[config.mk]
export PLATFORM = sky130hd
export DESIGN_NAME = ultrasound_burst_sequencer_flat
export DESIGN_NICKNAME = d
export VERILOG_FILES = /design/src/rtl/ultrasound_pkg.sv /design/src/rtl/ultrasound_burst_sequencer_if.sv /design/src/rtl/us_carrier_gen.sv /design/src/rtl/ultrasound_burst_sequencer.sv /design/src/flat_wrapper.sv
export SDC_FILE = /design/constraint.sdc
export NUM_CORES = 1
export LEC_CHECK = 0
export BUFFER_PORTS_ARGS = -buffer_cell sky130_fd_sc_hd__buf_2
export CORE_MARGIN = 4
export CORE_UTILIZATION = 60
export DETAILED_ROUTE_END_ITERATION = 7
export PLACE_DENSITY = 0.8
export SETUP_SLACK_MARGIN = 0.05
export SLEW_MARGIN = 5
export SYNTH_ARGS = -nofsm -noshare
export SYNTH_HDL_FRONTEND = slang
export SYNTH_SLANG_ARGS = --single-unit
[constraint.sdc]
create_clock -name clk -period 3.1 [get_ports clk]
set_input_delay 0.62 -clock clk [delete_from_list [all_inputs] [get_ports clk]]
set_output_delay 0.62 -clock clk [all_outputs]
set_load 0.01 [all_outputs]
[src/rtl/ultrasound_pkg.sv]
// Shared types and default constants for the ultrasonic ranging blocks
// (burst sequencer and the PWM ADC receive path).
package ultrasound_pkg;

    typedef enum logic [2:0] {
        ST_IDLE,
        ST_TX,
        ST_BLANK,
        ST_LISTEN,
        ST_DONE
    } us_state_e;

    localparam int unsigned HALF_PERIOD_DEF = 312;
    localparam int unsigned PULSES_DEF      = 8;
    localparam int unsigned BLANK_CYC_DEF   = 25000;
    localparam int unsigned TIMEOUT_CYC_DEF = 750000;
    localparam int unsigned TOF_W_DEF       = 20;

    // Counter width able to hold 0..n-1, never narrower than one bit.
    function automatic int unsigned cnt_width(input int unsigned n);
        return (n > 1) ? $clog2(n) : 1;
    endfunction

endpackage

[src/rtl/ultrasound_burst_sequencer_if.sv]
// Host/transducer/receiver signal bundle of the burst sequencer.
// master = measurement host side, slave = sequencer.
interface ultrasound_burst_sequencer_if #(
    parameter int unsigned TOF_W = ultrasound_pkg::TOF_W_DEF
) ();

    logic             start;
    logic             echo_in;
    logic             busy;
    logic             tx_en;
    logic             tx_out;
    logic             adc_en;
    logic             done;
    logic             timeout;
    logic [TOF_W-1:0] tof;

    modport master (
        output start, echo_in,
        input  busy, tx_en, tx_out, adc_en, done, timeout, tof
    );

    modport slave (
        input  start, echo_in,
        output busy, tx_en, tx_out, adc_en, done, timeout, tof
    );

endinterface

[src/rtl/us_carrier_gen.sv]
// Carrier burst generator: 2*PULSES half-periods of HALF_PERIOD cycles each,
// starting high; flags the final cycle of the burst.
module us_carrier_gen
    import ultrasound_pkg::*;
#(
    parameter int unsigned HALF_PERIOD = HALF_PERIOD_DEF,
    parameter int unsigned PULSES      = PULSES_DEF
) (
    input  logic clk,
    input  logic rst_n,
    input  logic run,
    input  logic enable,
    output logic tx_out,
    output logic last
);

    localparam int unsigned HW    = cnt_width(HALF_PERIOD);
    localparam int unsigned EDGES = 2 * PULSES;
    localparam int unsigned EW    = cnt_width(EDGES);
    localparam logic [HW-1:0] HALF_MAX = HW'(HALF_PERIOD - 1);
    localparam logic [EW-1:0] EDGE_MAX = EW'(EDGES - 1);

    logic [HW-1:0] half_cnt_q, half_cnt_d;
    logic [EW-1:0] edge_cnt_q, edge_cnt_d;
    logic          tx_q, tx_d;
    logic          half_end;

    // Counters rest at zero and the carrier low whenever the burst is not running.
    always_comb begin
        half_end   = (half_cnt_q == HALF_MAX);
        last       = enable && half_end && (edge_cnt_q == EDGE_MAX);
        half_cnt_d = '0;
        edge_cnt_d = '0;
        tx_d       = 1'b0;
        if (run) begin
            tx_d = 1'b1;
        end else if (enable && !last) begin
            if (half_end) begin
                edge_cnt_d = edge_cnt_q + 1'b1;
                tx_d       = ~tx_q;
            end else begin
                half_cnt_d = half_cnt_q + 1'b1;
                edge_cnt_d = edge_cnt_q;
                tx_d       = tx_q;
            end
        end
    end

    always_ff @(posedge clk or negedge rst_n) begin
        if (!rst_n) begin
            half_cnt_q <= '0;
            edge_cnt_q <= '0;
            tx_q       <= 1'b0;
        end else begin
            half_cnt_q <= half_cnt_d;
            edge_cnt_q <= edge_cnt_d;
            tx_q       <= tx_d;
        end
    end

    assign tx_out = tx_q;

endmodule

[src/rtl/ultrasound_burst_sequencer.sv]
// One ultrasonic ranging measurement: TX burst, receiver blanking, echo listen.
// Define ECHO_SYNC_EN to pass echo_in through a two-flop synchronizer.
module ultrasound_burst_sequencer
    import ultrasound_pkg::*;
#(
    parameter int unsigned HALF_PERIOD = HALF_PERIOD_DEF,
    parameter int unsigned PULSES      = PULSES_DEF,
    parameter int unsigned BLANK_CYC   = BLANK_CYC_DEF,
    parameter int unsigned TIMEOUT_CYC = TIMEOUT_CYC_DEF,
    parameter int unsigned TOF_W       = TOF_W_DEF
) (
    input logic                          clk,
    input logic                          rst_n,
    ultrasound_burst_sequencer_if.slave  bus
);

    localparam int unsigned BW = cnt_width(BLANK_CYC);
    localparam logic [BW-1:0]    BLANK_MAX = BW'(BLANK_CYC - 1);
    localparam logic [TOF_W-1:0] TOF_MAX   = TOF_W'(TIMEOUT_CYC - 1);

    us_state_e        state_q, state_d;
    logic [TOF_W-1:0] tof_cnt_q, tof_cnt_d;
    logic [BW-1:0]    blank_cnt_q, blank_cnt_d;
    logic [TOF_W-1:0] tof_q, tof_d;
    logic             timeout_q, timeout_d;
    logic             run;
    logic             tx_active;
    logic             carrier_last;
    logic             echo_det;

`ifdef ECHO_SYNC_EN
    logic echo_meta_q, echo_meta_d;
    logic echo_sync_q, echo_sync_d;

    always_comb begin
        echo_meta_d = bus.echo_in;
        echo_sync_d = echo_meta_q;
    end

    always_ff @(posedge clk or negedge rst_n) begin
        if (!rst_n) begin
            echo_meta_q <= 1'b0;
            echo_sync_q <= 1'b0;
        end else begin
            echo_meta_q <= echo_meta_d;
            echo_sync_q <= echo_sync_d;
        end
    end

    assign echo_det = echo_sync_q;
`else
    assign echo_det = bus.echo_in;
`endif

    assign tx_active = (state_q == ST_TX);

    us_carrier_gen #(
        .HALF_PERIOD (HALF_PERIOD),
        .PULSES      (PULSES)
    ) u_carrier (
        .clk    (clk),
        .rst_n  (rst_n),
        .run    (run),
        .enable (tx_active),
        .tx_out (bus.tx_out),
        .last   (carrier_last)
    );

    always_comb begin
        state_d     = state_q;
        tof_cnt_d   = tof_cnt_q;
        blank_cnt_d = blank_cnt_q;
        tof_d       = tof_q;
        timeout_d   = timeout_q;
        run         = 1'b0;
        case (state_q)
            ST_IDLE: begin
                if (bus.start) begin
                    run       = 1'b1;
                    state_d   = ST_TX;
                    tof_cnt_d = '0;
                    tof_d     = '0;
                    timeout_d = 1'b0;
                end
            end
            ST_TX: begin
                tof_cnt_d   = tof_cnt_q + 1'b1;
                blank_cnt_d = '0;
                if (carrier_last) state_d = ST_BLANK;
            end
            ST_BLANK: begin
                tof_cnt_d   = tof_cnt_q + 1'b1;
                blank_cnt_d = blank_cnt_q + 1'b1;
                if (blank_cnt_q == BLANK_MAX) state_d = ST_LISTEN;
            end
            ST_LISTEN: begin
                // An echo on the final window cycle still counts as a hit.
                if (echo_det) begin
                    state_d   = ST_DONE;
                    tof_d     = tof_cnt_q;
                    timeout_d = 1'b0;
                end else if (tof_cnt_q == TOF_MAX) begin
                    state_d   = ST_DONE;
                    tof_d     = TOF_MAX;
                    timeout_d = 1'b1;
                end else begin
                    tof_cnt_d = tof_cnt_q + 1'b1;
                end
            end
            ST_DONE: state_d = ST_IDLE;
            default: state_d = ST_IDLE;
        endcase
    end

    always_ff @(posedge clk or negedge rst_n) begin
        if (!rst_n) begin
            state_q     <= ST_IDLE;
            tof_cnt_q   <= '0;
            blank_cnt_q <= '0;
            tof_q       <= '0;
            timeout_q   <= 1'b0;
        end else begin
            state_q     <= state_d;
            tof_cnt_q   <= tof_cnt_d;
            blank_cnt_q <= blank_cnt_d;
            tof_q       <= tof_d;
            timeout_q   <= timeout_d;
        end
    end

    assign bus.busy    = (state_q != ST_IDLE);
    assign bus.tx_en   = tx_active;
    assign bus.adc_en  = (state_q == ST_LISTEN);
    assign bus.done    = (state_q == ST_DONE);
    assign bus.timeout = timeout_q;
    assign bus.tof     = tof_q;

endmodule

[src/flat_wrapper.sv]
// flat-port wrapper written by rule: the top's interface ports become plain ports
module ultrasound_burst_sequencer_flat import ultrasound_pkg::*;
#(
    parameter int unsigned HALF_PERIOD = HALF_PERIOD_DEF,
    parameter int unsigned PULSES      = PULSES_DEF,
    parameter int unsigned BLANK_CYC   = BLANK_CYC_DEF,
    parameter int unsigned TIMEOUT_CYC = TIMEOUT_CYC_DEF,
    parameter int unsigned TOF_W       = TOF_W_DEF
)
  (clk, rst_n, bus_start, bus_echo_in, bus_busy, bus_tx_en, bus_tx_out, bus_adc_en, bus_done, bus_timeout, bus_tof);
  ultrasound_burst_sequencer_if #(.TOF_W(TOF_W)) bus_i ();
  input logic clk;
  input logic rst_n;
  input wire logic [$bits(bus_i.start)-1:0] bus_start;
  input wire logic [$bits(bus_i.echo_in)-1:0] bus_echo_in;
  output wire logic [$bits(bus_i.busy)-1:0] bus_busy;
  output wire logic [$bits(bus_i.tx_en)-1:0] bus_tx_en;
  output wire logic [$bits(bus_i.tx_out)-1:0] bus_tx_out;
  output wire logic [$bits(bus_i.adc_en)-1:0] bus_adc_en;
  output wire logic [$bits(bus_i.done)-1:0] bus_done;
  output wire logic [$bits(bus_i.timeout)-1:0] bus_timeout;
  output wire logic [$bits(bus_i.tof)-1:0] bus_tof;
  assign bus_i.start = bus_start;
  assign bus_i.echo_in = bus_echo_in;
  assign bus_busy = bus_i.busy;
  assign bus_tx_en = bus_i.tx_en;
  assign bus_tx_out = bus_i.tx_out;
  assign bus_adc_en = bus_i.adc_en;
  assign bus_done = bus_i.done;
  assign bus_timeout = bus_i.timeout;
  assign bus_tof = bus_i.tof;
  ultrasound_burst_sequencer #(.HALF_PERIOD(HALF_PERIOD), .PULSES(PULSES), .BLANK_CYC(BLANK_CYC), .TIMEOUT_CYC(TIMEOUT_CYC), .TOF_W(TOF_W)) u_core (.clk(clk), .rst_n(rst_n), .bus(bus_i));
endmodule
Yosys cells after proc, flatten, opt, wreduce, memory -nomap -nowiden
Cells that the tools add are included.
Widths: inputs -> output; s select.
{"block": "totals", "regBits": 73, "input_bits": 4, "out_inout_bits": 26, "word_cells": 70}
{"block": "op_classes", "add_sub_neg": 4, "eq_ne": 15, "mux": 29, "bitwise": 1, "n_reduce_logical": 13}
{"cell": "$mux 20", "n": 5}
{"cell": "$pmux 20 s3", "n": 1}
{"cell": "$pmux 20 s2", "n": 1}
{"cell": "$pmux 15 s2", "n": 1}
{"cell": "$mux 9", "n": 3}
{"cell": "$add 20x1->20 const B", "n": 1}
{"cell": "$eq 20x20->1 const B", "n": 1}
{"cell": "$add 15x1->15 const B", "n": 1}
{"cell": "$eq 15x15->1 const B", "n": 1}
{"cell": "$mux 3", "n": 5}
{"cell": "$mux 4", "n": 3}
{"cell": "$pmux 3 s4", "n": 1}
{"cell": "$add 9x1->9 const B", "n": 1}
{"cell": "$eq 9x9->1 const B", "n": 1}
{"cell": "$mux 1", "n": 8}
{"cell": "$reduce_and 4->1", "n": 2}
{"cell": "$eq 3x2->1 const B", "n": 2}
{"cell": "$ne 2x2->1 const B", "n": 3}
{"cell": "$ne 3x2->1 const B", "n": 2}
{"cell": "$reduce_bool 3->1", "n": 2}
{"cell": "$add 4x1->4 const B", "n": 1}
{"cell": "$eq 4x4->1 const B", "n": 1}
{"cell": "$ne 2x1->1 const B", "n": 2}
{"cell": "$reduce_bool 2->1", "n": 2}
{"cell": "other kinds (9)", "n": 11}

Logic depth before layout (Yosys ltp)
{"block": "depth", "ltp_word": 7, "depth_mapped": 8, "ltp_nobuf": 7}

By module
A second synthesis with hierarchy kept.
{"block": "hier_totals", "cells_unflattened": 384, "hier_area_um2": 3854.9}
{"mod": "ultrasound_burst_sequencer", "instances": 1, "cells_each": 302, "area_per_inst_um2": 3036.7, "seq_area_each_um2": 1476.4}
{"mod": "us_carrier_gen", "instances": 1, "cells_each": 82, "area_per_inst_um2": 818.3, "seq_area_each_um2": 350.3}

Worst setup path before layout
OpenSTA, ideal clock, no wires.
{"block": "synth_path", "path_kind": "register to register", "start": "reg u_core.tof_cnt_q[0]", "end": "reg u_core.tof_q[13] (netlist: u_core.bus.tof[13])", "setup_time_ns": 0.127, "t_arrival_ns": 1.737, "required_time_ns": 2.973, "setup_slack_ns": 1.236, "path_stages_with_launch": 9, "path_buffers": 2, "synth_period_minus_slack_ns": 1.864, "cell_sequence": "dfrtp_1 ha_1 nand3_1 or3_4 o21bai_4 and2_1 buf_4 buf_6 o21ai_0"}
{"block": "synth_via", "elab_chain_cells": 3}
{"element": "start: declaration", "line_no": "ultrasound_burst_sequencer.sv:22", "rtl": "logic [TOF_W-1:0] tof_cnt_q, tof_cnt_d;"}
{"element": "start signal: assignment", "line_no": "ultrasound_burst_sequencer.sv:124", "rtl": "tof_cnt_q <= tof_cnt_d;"}
{"element": "$eq 20x20->1", "line_no": "ultrasound_burst_sequencer.sv:102", "rtl": "end else if (tof_cnt_q == TOF_MAX) begin"}
{"element": "$ne 3x2->1 (no source line)"}
{"element": "$reduce_and 3->1 (no source line)"}
{"element": "end signal: assignment", "line_no": "ultrasound_burst_sequencer.sv:126", "rtl": "tof_q <= tof_d;"}
{"element": "end: declaration", "line_no": "ultrasound_burst_sequencer.sv:24", "rtl": "logic [TOF_W-1:0] tof_q, tof_d;"}
No other way between the ends.
A chain may end at the register's enable or synchronous reset.

Worst setup path after layout
{"block": "layout_path", "start": "reg u_core.tof_cnt_q[15]", "end": "reg u_core.tof_q[13] (netlist: u_core.bus.tof[13])"}
The elaborated chain is that of the path after synthesis.

==> run metrics <==
Max Cap Viol 0; CP max FO 16; Die Ht 86.26 um; footprint of the multi-input gates 0.001707 mm^2; Root Driver clkbuf_8; Syn Inst Count 386; Ys Warns 0; Register Area 0.001827 mm^2; Port Buffers 29; reg2reg path depth 5; leakage dissipation 1.820 nW; cell taking the most area after synthesis dfrtp_1; largest net degree at the start of global routing 43; first-pass GRT wire length 14.33 mm; vias per cell 6.495; Worst path max stage delay 0.49 ns; post-synthesis mux area share 0.005448; CTS tree yes; outcome completed; nets 418; maximum achievable frequency 410.3 MHz; fin crit share 0.7863; # DRC 0; r2r setup slk 0.66 ns; Hold WC Path Type in2async; per-cell routed wire length 17.35 um; WP buf/inv 0; worst skew pair latency 0.35 ns; 1st-iter DRT viols 241; Adder-Cell Fraction of Synth Area 0.01362; final setup vio count 0; slowest stage cell, crit path and2_1; RSZ-0062 raised after global routing false; CTS sink cnt 73; core area 0.005921 mm^2; Main synth FF type dfrtp_1; syn avg cell area 9.520 um^2; Filler cells 452; Max Slew Vio Count 0; Post-Synth XOR/XNOR Area 0.02383; most numerous cell in the Yosys netlist dfrtp_1; post-synth top area share 0.4971; Synth area leaders dfrtp_1 (50%), o21ai_0 (5.2%), nand3_1 (4.9%); Slew Limit Headroom 0.4707; die width 86.26 um; Synth async-reset ratio 1.000; n_diodes 0; initial core utilization 0.6207; clock buffer depth 2; H-tree depth 3; post-synthesis sequential area ratio 0.4971; Setup Skew 0.007185 ns; fin crit period 2.437 ns; Layout area overhead 9.534%; critical path arrival 2.64 ns; Fin Hold WS 0.3241 ns; Total GRT Usage 0.2454; Synth Register Bits 73; vias in the first global route 2876; RePlAce Congestion 0.8549; row count 28; DIE AREA 0.007441 mm^2; final hold vios 0; grt total ovfl 0; Cell Area, Synth 0.003675 mm^2; Num CTS Buffers 9; Post-CTS Setup Bufs 0; Post-Route WL 8.486 mm; share of cells above drive strength 1 0.1498; Cell Chain, Critical Path nor4_1 > nand2_1 > o21bai_4 > and2_1 > o21ai_0; detailed placer's ending HPWL 5.877 mm; Fin Setup TNS 0 ns; Netlist cell types 53; detailed-route via count 3176; Required @ worst endpoint 3.30 ns; Worst Max-Slew Pin Slew 0.7920 ns; cts repair resizes 0; initial antenna violation count 0; Largest delay share family, worst path simple AND/OR/NAND/NOR gates; main combinational cell family by area after synthesis simple AND/OR/NAND/NOR gates; commonest cells in the netlist dfrtp_1 (73), nand2_1 (41), o21ai_0 (38); startpoint type of the worst setup path flip-flop; first-pass iteration count of the detailed router 5; compound-gate portion of the synthesized area 0.1951; RR Startpoint u_core.tof_cnt_q[15]; number of synthesized flops with an enable pin 0; Peak VDD IR 0.0002404 V; Simple-Gate Fraction of Synth Area 0.2264; clock-pin slew on the worst setup and hold paths 0.07 ns; worst r2r dst u_core.bus.tof[13]; crit end category flip-flop; syn nets 394; I/O pin total 30; power per cell area 420.2 mW/mm^2; hold_buf cts 0; Crit Path Class reg2reg; Final ANT Viol Nets 0
## metal layers
| metal | routed length [um] | vias to the layer above | global-route usage |
|---|---|---|---|
| met4 | 175 | 0 | 0.08782 |
| met2 | 3815 | 132 | 0.3637 |
| met1 | 3864 | 1545 | 0.3618 |
| met3 | 631 | 23 | 0.04753 |
| met5 | 0 | - | 0 |
| li1 | - | 1476 | - |
## cell families (layout without fill, tap and decap cells)
group                      after synthesis  in the layout
and+or+nand+nor                        166            166
AOI/OAI and AO/OA                      104            104
DFF                                     73             73
buffers and inverters                   27             55
xor gates and xnor gates                10             10
adders and majority gates                4              4
muxes                                    2              2
## flip-flops by register name, summed over array words and instances (netlist names)
register,count
u_core.tof_cnt_q,20
u_core.blank_cnt_q,15
u_core.u_carrier.half_cnt_q,9
u_core.bus.tof,20
u_core.u_carrier.edge_cnt_q,4
u_core.u_carrier.tx_out,1
u_core.bus.timeout,1
u_core.state_q,3
## area by class of cell
class                   instances  area share
well taps                      75     0.02331
flip-flops and latches         73      0.4538
inverters                       7    0.006528
clock inverters                 6     0.01492
repair buffers                 33     0.04663
clock buffers                   9     0.03077
multi-input cells             286      0.4240
## where the power goes
part | switching [mW] | internal, mW
Combinational | 0.0244 | 0.00627
Sequential | 0 | 0.952
Clock | 0.347 | 0.362
Total | 0.371 | 1.32
## through the flow
step	utilization	worst slack, ns	power, mW	cells	area [um^2]
after floorplan	-	1.236	0.9761	386	3675
after global placement	0.6488	0.7812	1.002	474	3841
after detailed placement	0.6488	0.7247	1.002	474	3841
after CTS	0.6798	0.6896	1.700	489	4025
after global routing	0.6798	0.4900	1.745	489	4025
final	0.6798	0.6625	1.691	489	4025
## worst max-delay path by stage
stage	from	endpoint	cells past startpoint
after floorplan	u_core.tof_cnt_q[0]	u_core.bus.tof[13]	8
after global placement	u_core.tof_cnt_q[18]	u_core.bus.tof[0]	5
after detailed placement	u_core.tof_cnt_q[15]	u_core.bus.tof[13]	5
after CTS	u_core.tof_cnt_q[15]	u_core.bus.tof[13]	5
after global routing	u_core.tof_cnt_q[0]	u_core.bus.tof[3]	6
final	u_core.tof_cnt_q[15]	u_core.bus.tof[13]	5
## layout by cell type (no fill, tap or decap), types with 2 or more instances in the layout
master and count:
clkinv_2 3, nand2b_1 3, a211o_1 2, and4b_1 2
o21ai_0 38, dfrtp_1 73, nor2_2 2, mux2i_1 2
clkinvlp_4 2, nor4_1 5, o211ai_1 3, a31oi_1 11
clkbuf_8 9, a22o_1 9, nor2_1 31, o21a_1 2
o21ai_2 4, nor2b_1 3, o31ai_1 16, and3_1 8
nand3_1 36, buf_4 3, inv_1 7, ha_1 4
buf_2 29, xnor2_1 4, nand4_1 16, a21o_1 2
o221a_2 2, a21oi_1 6, xor2_1 6, or2_2 2
nand2_1 41, nor3_1 8
Note: power is estimated with default switching activity, not from simulation.
